[config.mk]
export PLATFORM = sky130hd
export DESIGN_NAME = seq_chunk_adder_flat
export DESIGN_NICKNAME = d
export VERILOG_FILES = /design/src/rtl/seq_chunk_adder_if.sv /design/src/rtl/seq_chunk_adder.sv /design/src/flat_wrapper.sv
export SDC_FILE = /design/constraint.sdc
export NUM_CORES = 1
export LEC_CHECK = 0
export ABC_AREA = 0
export CAP_MARGIN = 0
export CELL_PAD_IN_SITES_DETAIL_PLACEMENT = 1
export CELL_PAD_IN_SITES_GLOBAL_PLACEMENT = 2
export CORE_ASPECT_RATIO = 0.5
export CORE_UTILIZATION = 31
export CTS_CLUSTER_DIAMETER = 30
export DETAILED_ROUTE_END_ITERATION = 6
export PLACE_DENSITY = 0.88
export REMOVE_ABC_BUFFERS = 1
export SKIP_CTS_REPAIR_TIMING = 1
export SLEW_MARGIN = 20
export SYNTH_ARGS = -nofsm -noshare
export SYNTH_HDL_FRONTEND = slang
export SYNTH_SLANG_ARGS = --single-unit
[constraint.sdc]
create_clock -name clk -period 13.8 [get_ports clk]
set_input_delay 2.07 -clock clk [delete_from_list [all_inputs] [get_ports clk]]
set_output_delay 2.07 -clock clk [all_outputs]
set_load 0.005 [all_outputs]
[src/rtl/seq_chunk_adder_if.sv]
// Handshake and operand bus for the chunked sequential adder.
// The requester drives start/sub/a/b; the adder returns busy/done and the result.
interface seq_chunk_adder_if #(
    parameter int unsigned WIDTH = 17
) ();
    logic             start;
    logic             sub;
    logic [WIDTH-1:0] a;
    logic [WIDTH-1:0] b;
    logic             busy;
    logic             done;
    logic [WIDTH-1:0] s;
    logic             cout;
    logic             ovf;

    modport master (
        output start, sub, a, b,
        input  busy, done, s, cout, ovf
    );

    modport slave (
        input  start, sub, a, b,
        output busy, done, s, cout, ovf
    );
endinterface

[src/rtl/seq_chunk_adder.sv]
// Multi-cycle WIDTH-bit add/subtract, CHUNK bits per clock with a carry register
// rippling between chunks. Reports carry-out and two's-complement overflow.
module seq_chunk_adder #(
    parameter int unsigned WIDTH = 17,
    parameter int unsigned CHUNK = 4
) (
    input logic              clk,
    input logic              rst,
    seq_chunk_adder_if.slave bus
);
    localparam int unsigned NCHUNK = (WIDTH + CHUNK - 1) / CHUNK;
    localparam int unsigned IDXW   = (NCHUNK > 1) ? $clog2(NCHUNK) : 1;

    typedef enum logic {StIdle, StRun} state_e;

    state_e           state_q, state_d;
    logic [IDXW-1:0]  idx_q, idx_d;
    logic             carry_q, carry_d;
    logic [WIDTH-1:0] opa_q, opa_d;
    logic [WIDTH-1:0] opb_q, opb_d;
    logic [WIDTH-1:0] sum_q, sum_d;
    logic             cout_q, cout_d;
    logic             ovf_q, ovf_d;
    logic             done_q, done_d;

    logic [WIDTH-1:0] chunk_sum;
    logic             chunk_carry;
    logic             last_chunk;
    int unsigned      lo;

    // Ripple only the bits of the current chunk; bits outside it keep their value.
    // The carry leaving the loop is the carry out of min(lo+CHUNK-1, WIDTH-1).
    always_comb begin
        lo          = CHUNK * 32'(idx_q);
        chunk_sum   = sum_q;
        chunk_carry = carry_q;
        for (int i = 0; i < int'(WIDTH); i++) begin
            if ((32'(i) >= lo) && (32'(i) < lo + CHUNK)) begin
                chunk_sum[i] = opa_q[i] ^ opb_q[i] ^ chunk_carry;
                chunk_carry  = (opa_q[i] & opb_q[i]) | (chunk_carry & (opa_q[i] ^ opb_q[i]));
            end
        end
    end

    assign last_chunk = (idx_q == IDXW'(NCHUNK - 1));

    always_comb begin
        state_d = state_q;
        idx_d   = idx_q;
        carry_d = carry_q;
        opa_d   = opa_q;
        opb_d   = opb_q;
        sum_d   = sum_q;
        cout_d  = cout_q;
        ovf_d   = ovf_q;
        done_d  = 1'b0;
        case (state_q)
            StIdle: begin
                if (bus.start) begin
                    // Subtraction is a + ~b + 1: invert B here and seed the carry with sub.
                    opa_d   = bus.a;
                    opb_d   = bus.b ^ {WIDTH{bus.sub}};
                    carry_d = bus.sub;
                    idx_d   = '0;
                    sum_d   = '0;
                    cout_d  = 1'b0;
                    ovf_d   = 1'b0;
                    state_d = StRun;
                end
            end
            StRun: begin
                sum_d   = chunk_sum;
                carry_d = chunk_carry;
                idx_d   = idx_q + 1'b1;
                if (last_chunk) begin
                    idx_d   = '0;
                    cout_d  = chunk_carry;
                    ovf_d   = (opa_q[WIDTH-1] == opb_q[WIDTH-1]) &&
                              (chunk_sum[WIDTH-1] != opa_q[WIDTH-1]);
                    done_d  = 1'b1;
                    state_d = StIdle;
                end
            end
            default: state_d = StIdle;
        endcase
    end

    always_ff @(posedge clk) begin
        if (rst) begin
            state_q <= StIdle;
            idx_q   <= '0;
            carry_q <= 1'b0;
            opa_q   <= '0;
            opb_q   <= '0;
            sum_q   <= '0;
            cout_q  <= 1'b0;
            ovf_q   <= 1'b0;
            done_q  <= 1'b0;
        end else begin
            state_q <= state_d;
            idx_q   <= idx_d;
            carry_q <= carry_d;
            opa_q   <= opa_d;
            opb_q   <= opb_d;
            sum_q   <= sum_d;
            cout_q  <= cout_d;
            ovf_q   <= ovf_d;
            done_q  <= done_d;
        end
    end

    assign bus.busy = (state_q == StRun);
    assign bus.done = done_q;
    assign bus.s    = sum_q;
    assign bus.cout = cout_q;
    assign bus.ovf  = ovf_q;
endmodule

[src/flat_wrapper.sv]
// flat-port wrapper written by rule: the top's interface ports become plain ports
module seq_chunk_adder_flat 
#(
    parameter int unsigned WIDTH = 17,
    parameter int unsigned CHUNK = 4
)
  (clk, rst, bus_start, bus_sub, bus_a, bus_b, bus_busy, bus_done, bus_s, bus_cout, bus_ovf);
  seq_chunk_adder_if #(.WIDTH(WIDTH)) bus_i ();
  input logic clk;
  input logic rst;
  input wire logic [$bits(bus_i.start)-1:0] bus_start;
  input wire logic [$bits(bus_i.sub)-1:0] bus_sub;
  input wire logic [$bits(bus_i.a)-1:0] bus_a;
  input wire logic [$bits(bus_i.b)-1:0] bus_b;
  output wire logic [$bits(bus_i.busy)-1:0] bus_busy;
  output wire logic [$bits(bus_i.done)-1:0] bus_done;
  output wire logic [$bits(bus_i.s)-1:0] bus_s;
  output wire logic [$bits(bus_i.cout)-1:0] bus_cout;
  output wire logic [$bits(bus_i.ovf)-1:0] bus_ovf;
  assign bus_i.start = bus_start;
  assign bus_i.sub = bus_sub;
  assign bus_i.a = bus_a;
  assign bus_i.b = bus_b;
  assign bus_busy = bus_i.busy;
  assign bus_done = bus_i.done;
  assign bus_s = bus_i.s;
  assign bus_cout = bus_i.cout;
  assign bus_ovf = bus_i.ovf;
  seq_chunk_adder #(.WIDTH(WIDTH), .CHUNK(CHUNK)) u_core (.clk(clk), .rst(rst), .bus(bus_i));
endmodule
==> results_dict.tcl <==
set metrics [dict create \
    synth-xor-area-share_pct 4.66 \
    gr-total-overflow 0 \
    cts-root-buf "clkbuf_16" \
    cap_viol_max_count 0 \
    placed_cells 551 \
    yosys.area_share.simple_pct 18.6 \
    slowest_stage "dfxtp_1" \
    grt_usage_pct 16.6 \
    async_flop_share_pct 0 \
    hold_class "reg2reg" \
    ant_nets 0 \
    r2r_setup_slack_ps 2940 \
    fin_crit_ps 10860 \
    synth.mux.area_fraction_pct 1.61 \
    cts_tree "built" \
    fp-row-count 25 \
    hold_start "u_core.opa_q[2]" \
    yosys.area_share.adder_pct 13.0 \
    die_y_um 73.8 \
    slew_violations 0 \
    slowest_delay_ps 560 \
    dp_hpwl_mm 5.60 \
    final_common_cell "dfxtp_1" \
    skew_ps 5.67 \
    die_x_um 146 \
    period_share_pct 78.7 \
    synth_edf_count 0 \
    fin_nets 488 \
    layout-drive-gt1-share_pct 6.94 \
    status "complete, no violations" \
    die-area_um2 10700 \
    r2r-end "u_core.bus.ovf" \
    initial_core_util_pct 32.8 \
    rsz0062_at_grt "no" \
    yosysWarnings 0 \
    grt_max_degree 58 \
    ys_ff_latch 59 \
    place.gp.congestion 0.742 \
    slew_headroom_pct 44.6 \
    wl_mm 8.01 \
    hold_violations 0 \
    cts_buffers 9 \
    required_ps 14000 \
    via_count 2670 \
    clkTransAtPathRegs_ps 50 \
    powerDensity_nw_per_um2 119 \
    drt_pass1_iterations 4 \
    power.leakage_nw 1.55 \
    ctsHtreeMaxLevel 3 \
    grt_pass1_wl_mm 13.7 \
    worstHoldEndpoint "u_core.opa_q[2]" \
    wl_per_cell_um 14.1 \
    clock-sinks 59 \
    holdPathStages 2 \
    diodes 0 \
    io_buffers 58 \
    cts_buffer_depth 2 \
    setup_tns_ps 0 \
    hold-worst-slack_ps 455 \
    synth-compound-area-share_pct 18.3 \
    reg2reg_depth 45 \
    path_buf_inv 1 \
    startpoint_type "flip-flop" \
    detailed_place.area_um2 3880 \
    tightest_slew_ps 830 \
    irDropWorstVdd_mv 0.0555 \
    post_drt_via_cell_ratio 4.71 \
    syn_area_per_cell_um2 8.50 \
    core_um2 9730 \
    path_class "reg2reg" \
    final_cells 567 \
    finalSetupViolations 0 \
    syn_area_um2 3200 \
    synthFlopType "dfxtp_1" \
    cp-end-kind "flip-flop" \
    critPathArrivalTime_ps 11070 \
    io_pins 59 \
    antenna_found_initial 0 \
    synth_top_family_by_area "simple AND/OR/NAND/NOR gates" \
    drc 0 \
    syn_inst 376 \
    yosysSeqAreaShare_pct 37.0 \
    p_total_mw 0.501 \
    grt_pass1_vias 2747 \
    synthToLayoutAreaGrowth_pct 31.3 \
    fmax_mhz 92.1 \
    clock_latency_ps 320 \
    cpMostUsedCell "fa_1" \
    timing.rr.start "u_core.idx_q[1]" \
    synth_cell_types 48 \
    design_area_um2 4200 \
    path_delay_family "adder cells" \
    crit_fanout 12 \
    drtIter0Drc 90 \
    mostFrequentLayoutCells "59 x dfxtp_1, 57 x clkdlybuf4s50_1, 53 x nor2_1" \
]
[registers in the layout, summed over array words and instances (netlist names)]
register         flops
u_core.bus.busy      1
u_core.bus.ovf       1
u_core.bus.cout      1
u_core.opa_q        17
u_core.carry_q       1
u_core.opb_q        17
u_core.idx_q         3
u_core.bus.s        17
u_core.bus.done      1
[worst max-delay path by stage]
stage	from	slack (ps)	depth (start not counted)	endpoint
after floorplan	u_core.idx_q[1]	3870	45	u_core.bus.ovf
after global placement	u_core.idx_q[1]	3360	45	u_core.bus.ovf
after detailed placement	u_core.idx_q[1]	3040	45	u_core.bus.ovf
after CTS	u_core.idx_q[1]	2880	45	u_core.bus.ovf
after global routing	u_core.idx_q[1]	2150	45	u_core.bus.ovf
final	u_core.idx_q[1]	2940	45	u_core.bus.ovf
[metal layers]
metal  vias to the layer above  GRT usage (%)  share of wire [%]  routed length (um)
li1                       1347              -                  -                   -
met1                      1280           22.8                 53                4240
met2                        39           25.7                 43                3480
met3                         4           3.98                2.8                 226
met4                         0           5.96               0.76                  61
met5                         -              0                  0                   0
[cell families (layout without fill, tap and decap cells)]
logic type	after synthesis	count (layout)
buffers and inverters	55	111
adder cells (fa/ha/maj)	23	23
flip-flops	59	59
AND/OR/NAND/NOR	135	135
AO/OA/AOI/OAI	82	82
multiplexers	5	5
XOR/XNOR	17	17
[cell type report]
class	instances	area, um2
well taps	135	169
flip-flops and latches	59	1180
clock inverters	4	47.5
clock buffers	12	267
multi-input cells	262	1800
inverters	32	120
fillers	1130	5530
repair buffers	63	613
[worst min-delay path: stages, from the launching register on]
cell	delay, ps
dfxtp_1	300
nand2_1	50
a21oi_1	50
[Yosys cell counts (5+ instances only)]
master	number	share of area (%)
a211oi_1	17	4.0
a21o_1	5	1.2
a21oi_1	26	4.1
a2bb2oi_1	6	1.6
buf_2	7	1.1
clkbuf_1	14	1.6
dfxtp_1	59	37
fa_1	17	11
ha_1	6	2.3
inv_1	32	3.8
nand2_1	50	5.9
nand3_1	5	0.78
nor2_1	53	6.2
nor2b_1	6	1.2
o21a_1	5	1.2
xor2_1	14	3.8
[stage by stage]
stage               worst slack, ps  util, %
global route                   2150     43.1
finish                         2940     43.1
detailed placement             3040     39.9
global placement               3360     39.9
CTS                            2880     43.1
floorplan                      3870        -
[power by group]
group | internal [mW] | total (mW) | switching (mW)
combinational | 0.0410 | 0.0864 | 0.0454
sequential | 0.180 | 0.185 | 0.00550
clock | 0.154 | 0.230 | 0.0760
No activity file was read; power rests on OpenSTA's default activity.
